File: src/rtl/ioctl_rom_router_if.sv
// ioctl download bus and ROM write port of the ROM download router.
// master = framework/host side, slave = router side.
interface ioctl_rom_router_if #(
  parameter int NUM_REGIONS = 12,
  parameter int WORD_BYTES  = 1,
  parameter int ADDR_W      = 16
);
  logic                    ioctl_download;
  logic [7:0]              ioctl_index;
  logic [24:0]             ioctl_addr;
  logic [7:0]              ioctl_data;
  logic                    ioctl_wr;
  logic                    ioctl_wait;
  logic [ADDR_W-1:0]       rom_addr;
  logic [8*WORD_BYTES-1:0] rom_data;
  logic [NUM_REGIONS-1:0]  rom_cs;
  logic                    rom_wr;
  logic                    rom_ready;

  modport master (
    output ioctl_download, ioctl_index, ioctl_addr, ioctl_data, ioctl_wr, rom_ready,
    input  ioctl_wait, rom_addr, rom_data, rom_cs, rom_wr
  );

  modport slave (
    input  ioctl_download, ioctl_index, ioctl_addr, ioctl_data, ioctl_wr, rom_ready,
    output ioctl_wait, rom_addr, rom_data, rom_cs, rom_wr
  );
endinterface

File: src/rtl/ioctl_rom_router.sv
// Routes ioctl download bytes into per-region ROM words: region match, byte
// packing, a small word FIFO and a ready/valid ROM write port.
module ioctl_rom_router #(
  parameter int                        NUM_REGIONS  = 12,
  parameter int                        WORD_BYTES   = 1,
  parameter int                        ADDR_W       = 16,
  parameter logic [8*NUM_REGIONS-1:0]  REGION_INDEX = '0,
  parameter logic [25*NUM_REGIONS-1:0] REGION_BASE  = '0,
  parameter logic [25*NUM_REGIONS-1:0] REGION_SIZE  = {NUM_REGIONS{25'h1000}},
  parameter int                        FIFO_DEPTH   = 4
) (
  input  logic                   clk_49m,
  input  logic                   reset,
  ioctl_rom_router_if.slave      bus,
  output logic [NUM_REGIONS-1:0] region_done,
  output logic [1:0]             err,
  output logic                   dl_active
);
  localparam int          RW = (NUM_REGIONS > 1) ? $clog2(NUM_REGIONS) : 1;
  localparam int          DW = 8 * WORD_BYTES;
  localparam int          PW = (FIFO_DEPTH > 1) ? $clog2(FIFO_DEPTH) : 1;
  localparam int          CW = PW + 1;
  localparam int unsigned NR = NUM_REGIONS;
  localparam int unsigned WB = WORD_BYTES;

  // Region match
  logic              hit;
  logic [RW-1:0]     hit_idx;
  logic [24:0]       off;
  logic              hit_last;
  int unsigned       hit_lane;
  logic [ADDR_W-1:0] hit_word;

  always_comb begin
    hit      = 1'b0;
    hit_idx  = '0;
    off      = '0;
    hit_last = 1'b0;
    for (int unsigned i = 0; i < NR; i++) begin
      if (!hit && bus.ioctl_index == REGION_INDEX[8*i +: 8]
          && {1'b0, bus.ioctl_addr} >= {1'b0, REGION_BASE[25*i +: 25]}
          && {1'b0, bus.ioctl_addr} <  {1'b0, REGION_BASE[25*i +: 25]} + {1'b0, REGION_SIZE[25*i +: 25]}) begin
        hit      = 1'b1;
        hit_idx  = RW'(i);
        off      = bus.ioctl_addr - REGION_BASE[25*i +: 25];
        hit_last = (off == REGION_SIZE[25*i +: 25] - 25'd1);
      end
    end
    hit_lane = 32'(off) % WB;
    hit_word = ADDR_W'(32'(off) / WB);
  end

  // Packer and FIFO state
  logic              dl_q;
  logic              pk_valid, pk_full, pk_last;
  logic [RW-1:0]     pk_region;
  logic [ADDR_W-1:0] pk_word;
  logic [DW-1:0]     pk_data;

  logic [ADDR_W-1:0] mem_addr   [FIFO_DEPTH];
  logic [DW-1:0]     mem_data   [FIFO_DEPTH];
  logic [RW-1:0]     mem_region [FIFO_DEPTH];
  logic              mem_last   [FIFO_DEPTH];
  logic [PW-1:0]     wptr, rptr;
  logic [CW-1:0]     count, count_next;
  logic              wait_q;

  logic matched, differ, dl_rise, dl_fall;
  logic push, pop, empty, full, accept, pk_valid_next;
  logic [DW-1:0] fresh_data, merge_data;

  assign matched = bus.ioctl_wr && hit;
  assign differ  = (pk_region != hit_idx) || (pk_word != hit_word);
  assign dl_rise = bus.ioctl_download && !dl_q;
  assign dl_fall = !bus.ioctl_download && dl_q;
  assign empty   = (count == '0);
  assign full    = (count == CW'(FIFO_DEPTH));
  assign pop     = bus.rom_ready && !empty;
  // A new byte for another word pushes the held word on the same edge it loads.
  assign push    = pk_valid && (pk_full || dl_fall || (matched && differ));
  assign accept  = push && (!full || pop);
  assign pk_valid_next = matched || (pk_valid && !push);

  always_comb begin
    fresh_data = '0;
    merge_data = pk_data;
    for (int unsigned b = 0; b < WB; b++) begin
      if (hit_lane == b) begin
        fresh_data[8*b +: 8] = bus.ioctl_data;
        merge_data[8*b +: 8] = bus.ioctl_data;
      end
    end
  end

  always_comb begin
    count_next = count;
    if (accept && !pop)
      count_next = count + 1'b1;
    else if (!accept && pop)
      count_next = count - 1'b1;
  end

  always_ff @(posedge clk_49m or posedge reset) begin
    if (reset) begin
      dl_q        <= 1'b0;
      pk_valid    <= 1'b0;
      pk_full     <= 1'b0;
      pk_last     <= 1'b0;
      pk_region   <= '0;
      pk_word     <= '0;
      pk_data     <= '0;
      wptr        <= '0;
      rptr        <= '0;
      count       <= '0;
      wait_q      <= 1'b0;
      region_done <= '0;
      err         <= '0;
    end else begin
      dl_q <= bus.ioctl_download;

      if (matched) begin
        pk_valid  <= 1'b1;
        pk_full   <= (hit_lane == WB - 1);
        pk_region <= hit_idx;
        pk_word   <= hit_word;
        if (push || !pk_valid) begin
          pk_data <= fresh_data;
          pk_last <= hit_last;
        end else begin
          pk_data <= merge_data;
          pk_last <= pk_last | hit_last;
        end
      end else if (push) begin
        pk_valid <= 1'b0;
        pk_full  <= 1'b0;
        pk_last  <= 1'b0;
        pk_data  <= '0;
      end

      if (accept) wptr <= wptr + 1'b1;
      if (pop)    rptr <= rptr + 1'b1;
      count  <= count_next;
      wait_q <= ({1'b0, count_next} + (CW+1)'(pk_valid_next)) >= (CW+1)'(FIFO_DEPTH - 1);

      // Clears first so that a same-cycle event still records.
      if (dl_rise) begin
        region_done <= '0;
        err         <= '0;
      end
      if (bus.ioctl_wr && !hit) err[0] <= 1'b1;
      if (push && !accept)      err[1] <= 1'b1;
      if (pop && mem_last[rptr]) region_done[mem_region[rptr]] <= 1'b1;
    end
  end

  always_ff @(posedge clk_49m) begin
    if (accept) begin
      mem_addr[wptr]   <= pk_word;
      mem_data[wptr]   <= pk_data;
      mem_region[wptr] <= pk_region;
      mem_last[wptr]   <= pk_last;
    end
  end

  assign bus.rom_wr     = !empty;
  assign bus.rom_addr   = empty ? '0 : mem_addr[rptr];
  assign bus.rom_data   = empty ? '0 : mem_data[rptr];
  assign bus.rom_cs     = empty ? '0 : (NUM_REGIONS'(1'b1) << mem_region[rptr]);
  assign bus.ioctl_wait = wait_q;
  assign dl_active      = bus.ioctl_download || !empty || pk_valid;
endmodule

File: src/flat_wrapper.sv
// flat-port wrapper written by rule: the top's interface ports become plain ports
module ioctl_rom_router_flat 
#(
  parameter int                        NUM_REGIONS  = 12,
  parameter int                        WORD_BYTES   = 1,
  parameter int                        ADDR_W       = 16,
  parameter logic [8*NUM_REGIONS-1:0]  REGION_INDEX = '0,
  parameter logic [25*NUM_REGIONS-1:0] REGION_BASE  = '0,
  parameter logic [25*NUM_REGIONS-1:0] REGION_SIZE  = {NUM_REGIONS{25'h1000}},
  parameter int                        FIFO_DEPTH   = 4
)
  (clk_49m, reset, region_done, err, dl_active, bus_ioctl_download, bus_ioctl_index, bus_ioctl_addr, bus_ioctl_data, bus_ioctl_wr, bus_rom_ready, bus_ioctl_wait, bus_rom_addr, bus_rom_data, bus_rom_cs, bus_rom_wr);
  ioctl_rom_router_if #(.NUM_REGIONS(NUM_REGIONS), .WORD_BYTES(WORD_BYTES), .ADDR_W(ADDR_W)) bus_i ();
  input  logic clk_49m;
  input  logic reset;
  output logic [NUM_REGIONS-1:0] region_done;
  output logic [1:0] err;
  output logic dl_active;
  input wire logic [$bits(bus_i.ioctl_download)-1:0] bus_ioctl_download;
  input wire logic [$bits(bus_i.ioctl_index)-1:0] bus_ioctl_index;
  input wire logic [$bits(bus_i.ioctl_addr)-1:0] bus_ioctl_addr;
  input wire logic [$bits(bus_i.ioctl_data)-1:0] bus_ioctl_data;
  input wire logic [$bits(bus_i.ioctl_wr)-1:0] bus_ioctl_wr;
  input wire logic [$bits(bus_i.rom_ready)-1:0] bus_rom_ready;
  output wire logic [$bits(bus_i.ioctl_wait)-1:0] bus_ioctl_wait;
  output wire logic [$bits(bus_i.rom_addr)-1:0] bus_rom_addr;
  output wire logic [$bits(bus_i.rom_data)-1:0] bus_rom_data;
  output wire logic [$bits(bus_i.rom_cs)-1:0] bus_rom_cs;
  output wire logic [$bits(bus_i.rom_wr)-1:0] bus_rom_wr;
  assign bus_i.ioctl_download = bus_ioctl_download;
  assign bus_i.ioctl_index = bus_ioctl_index;
  assign bus_i.ioctl_addr = bus_ioctl_addr;
  assign bus_i.ioctl_data = bus_ioctl_data;
  assign bus_i.ioctl_wr = bus_ioctl_wr;
  assign bus_i.rom_ready = bus_rom_ready;
  assign bus_ioctl_wait = bus_i.ioctl_wait;
  assign bus_rom_addr = bus_i.rom_addr;
  assign bus_rom_data = bus_i.rom_data;
  assign bus_rom_cs = bus_i.rom_cs;
  assign bus_rom_wr = bus_i.rom_wr;
  ioctl_rom_router #(.NUM_REGIONS(NUM_REGIONS), .WORD_BYTES(WORD_BYTES), .ADDR_W(ADDR_W), .REGION_INDEX(REGION_INDEX), .REGION_BASE(REGION_BASE), .REGION_SIZE(REGION_SIZE), .FIFO_DEPTH(FIFO_DEPTH)) u_core (.clk_49m(clk_49m), .reset(reset), .bus(bus_i), .region_done(region_done), .err(err), .dl_active(dl_active));
endmodule
File: config.mk
export PLATFORM = sky130hd
export DESIGN_NAME = ioctl_rom_router_flat
export DESIGN_NICKNAME = d
export VERILOG_FILES = /design/src/rtl/ioctl_rom_router_if.sv /design/src/rtl/ioctl_rom_router.sv /design/src/flat_wrapper.sv
export SDC_FILE = /design/constraint.sdc
export NUM_CORES = 1
export LEC_CHECK = 0
export ABC_AREA = 0
export BUFFER_PORTS_ARGS = -buffer_cell sky130_fd_sc_hd__buf_2
export CAP_MARGIN = 25
export CELL_PAD_IN_SITES_DETAIL_PLACEMENT = 0
export CELL_PAD_IN_SITES_GLOBAL_PLACEMENT = 1
export CORE_ASPECT_RATIO = 1.5
export CORE_MARGIN = 2
export CORE_UTILIZATION = 40
export CTS_CLUSTER_SIZE = 16
export DETAILED_ROUTE_END_ITERATION = 10
export PLACE_DENSITY_LB_ADDON = 0.2
export SYNTH_ARGS = -nofsm -noshare
export SYNTH_HDL_FRONTEND = slang
export SYNTH_SLANG_ARGS = --single-unit
File: constraint.sdc
create_clock -name clk_49m -period 4.1 [get_ports clk_49m]
set_input_delay 0.615 -clock clk_49m [delete_from_list [all_inputs] [get_ports clk_49m]]
set_output_delay 0.615 -clock clk_49m [all_outputs]
set_load 0.02 [all_outputs]
==> impl_results.md <==
* Max_slew headroom at 44.8%
* Die Area at 18,300 µm²
* Port Buf Inserts at 98
* Cell area after synthesis at 6880 µm²
* Commonest non-fill, non-tap cell in the layout: edfxtp_1
* CP Data Required Time at 3.48 ns
* Vias per cell at 5.13
* Drt pass-1 iters at 4
* Max Clock Skew at 0.00784 ns
* Peak VDD IR at 0.303 mV
* Delay-heaviest family, CP: flip-flops
* DRC violations left at 0
* Worst Setup EP: bus_rom_data[1]
* Worst R2R Start: u_core.count[1]
* Max Transition Viols Final at 0
* Gates resized, CTS repair at 0
* Ys flop type: edfxtp_1
* Kind of critical path: reg -> out
* R2R Path End: u_core.bus.ioctl_wait
* Share of synthesized flip-flops with an asynchronous set or reset at 31.4%
* TritonCTS buffer count at 17
* FILL cells at 1,434
* Pre-CTS WS at 1.16 ns
* CORE AREA at 16,800 µm²
* # diodes at 0
* GRT Overall Usage at 15.1%
* CP startpoint: u_core.rptr[0]
* Slowest cell on the critical path: dfrtp_2
* Root Driver: clkbuf_16
* R2R setup slack at 1.17 ns
* CP Cell Sequence: buf_4, mux4_1, and2_1, buf_2
* Syn Nets at 452
* Deepest clock path buffer count at 2
* Clock Sinks at 169
* Slowest stage delay, CP at 0.73 ns
* # IOs at 99
* Initial antenna violation count at 0
* Clk_lat worst skew at 0.42 ns
* First-pass GRT wire length at 21,100 µm
* Yosys warns at 0
* Syn Area/Cell at 17.3 µm²
* Worst Path Max Fanout at 16
* H-tree Lvls at 4
* DPL Wire Length at 8380 µm
* 1st-iter DRT viols at 172
* Area growth, synth to finish at 18.7%
* Post-CTS Hold Fix Bufs at 0
* Leak Pwr at 3.59 nW
* Syn Inst Count at 397
* Vias in the first global route at 4,029
* Seq cells post-synth at 169
* Largest net degree at the start of global routing at 31
* Final GP Congestion at 0.728
* Post-layout minimum cycle time at 3.12 ns
* Power Density at 500 nW/µm²
* Post-DR wirelength/cell at 17.8 µm
* Gr ovfl total at 0
* Final #Nets at 561
* Post-Route WL at 13,000 µm
* CP Capture Type: output pin
* Rows at 58
* Final Util at 48.5%
* Startpoint Class: flip-flop
* Synth cell types at 46
* Max_cap viols at 0
* RSZ-0062 raised after global routing: false
* Postcts setup bufs at 0
* HP Class: in -> async
* Sequential fraction of the synthesis area at 70.0%
* # setup viols final at 0
* Commonest non-fill, non-tap cells in the layout: edfxtp_1 (116), buf_2 (98), dfrtp_1 (52), and2_1 (29), mux4_2 (24)
* Number of flops mapped to enable cells by yosys at 116
* Post-route ant nets at 0
* Fin worst setup slack at 0.984 ns
* Vias at 3,742
* Share of layout cells above drive strength 1 at 37.8%
* Initial core utilization at 40.8%
* Final Hold Vio Count at 0
* Crit path buf inv count at 2
* Worst r2r path cells at 12
* Width of the die at 111 µm
* Outcome: completed
* Clk pin slew, worst setup/hold paths at 0.06 ns
* TritonCTS clock tree: yes
* Final period utilization at 76.0%
* CP Depth at 4
* Die Y-Extent at 165 µm
* Sum of negative setup slack at 0 ns
* Design Power at 4.09 mW
* Fmax at 0.321 GHz
* Data arrival, critical path at 2.50 ns
* Worst slew pin tran at 0.829 ns
==> registers in the layout, indices dropped and copies added, names as in the netlist, 2 cells and up <==
name                flops
u_core.pk_data          8
u_core.mem_data        32
u_core.mem_addr        64
u_core.err              2
u_core.mem_region      16
u_core.count            3
u_core.region_done     12
u_core.pk_word         16
u_core.rptr             2
u_core.pk_region        4
u_core.mem_last         4
u_core.wptr             2
==> per-stage QoR <==
step	std cells	hold WS [ns]	area, µm²
6_report	729	0.284	8160
5_1_grt	729	0.328	8160
4_1_cts	729	0.307	8160
3_5_place_dp	697	0.466	7600
3_3_place_gp	697	0.462	7600
2_1_floorplan	397	0.469	6880
==> metal layers <==
metal	up-vias	track usage (%)	wire length, µm
li1	1734	-	-
met1	1890	18.1	5320
met2	104	27.0	6920
met3	14	3.34	538
met4	0	5.61	204
met5	-	0	0
==> where the power goes <==
| group | switching (mW) | internal (mW) |
|---|---|---|
| clock network | 0.691 | 0.807 |
| registers | 0.121 | 1.86 |
| logic | 0.332 | 0.272 |
==> how the worst min path moves through the flow <==
| stage | cells past startpoint | start | end | slack [ns] |
|---|---|---|---|---|
| 2_1_floorplan | 0 | u_core.pk_word[12] | u_core.mem_addr[0][12] | 0.47 |
| 3_3_place_gp | 2 | u_core.err[0] | u_core.err[0] | 0.46 |
| 3_5_place_dp | 2 | u_core.region_done[10] | u_core.region_done[10] | 0.47 |
| 4_1_cts | 2 | reset | u_core.region_done[9] | 0.31 |
| 5_1_grt | 2 | reset | u_core.region_done[9] | 0.33 |
| 6_report | 2 | reset | u_core.region_done[9] | 0.28 |
==> cells by family (layout without fill, tap and decap cells) <==
kind of cell | count (synthesis) | after routing | synth area share [%]
simple gates | 113 | 113 | 9.57
xor+xnor | 4 | 4 | 0.510
buf+inv | 24 | 146 | 1.78
mux | 52 | 52 | 13.5
compound gates | 26 | 26 | 3.04
fa+ha+maj | 9 | 9 | 1.64
flops | 169 | 169 | 70.0
==> area by class of cell <==
cell class                 instances  area [µm²]  share of cell area (%)
sequential                       169        4810                    58.9
multi-input combinational        204        1950                    23.8
timing repair buffer             107         558                    6.84
clock buffer                      18         429                    5.26
tap                              210         263                    3.22
clock inverter                    14         131                    1.61
inverter                           7        26.3                   0.322
==> synth_stat cells, types with 2 or more instances <==
| library cell | number | area share [%] |
|---|---|---|
| nand4_1 | 4 | 0.36 |
| clkbuf_1 | 7 | 0.38 |
| dfrtp_1 | 53 | 19 |
| edfxtp_1 | 116 | 51 |
| nand2_1 | 17 | 0.93 |
| mux4_1 | 5 | 1.9 |
| buf_2 | 7 | 0.51 |
| nor2_1 | 17 | 0.93 |
| o21ai_0 | 2 | 0.15 |
| mux2_2 | 21 | 3.4 |
| nand3b_1 | 3 | 0.33 |
| or2_4 | 2 | 0.25 |
| ha_1 | 9 | 1.6 |
| and2_1 | 29 | 2.6 |
| a21o_1 | 3 | 0.33 |
| xnor2_1 | 4 | 0.51 |
| inv_1 | 7 | 0.38 |
| nor2b_1 | 20 | 1.8 |
| nand2b_1 | 5 | 0.45 |
| nand3_1 | 3 | 0.22 |
| mux2i_1 | 2 | 0.29 |
| o21ai_2 | 4 | 0.51 |
| a22o_1 | 8 | 1.0 |
| nor4_1 | 4 | 0.36 |
| mux4_2 | 24 | 7.9 |
Note: power is estimated with default switching activity, not from simulation.
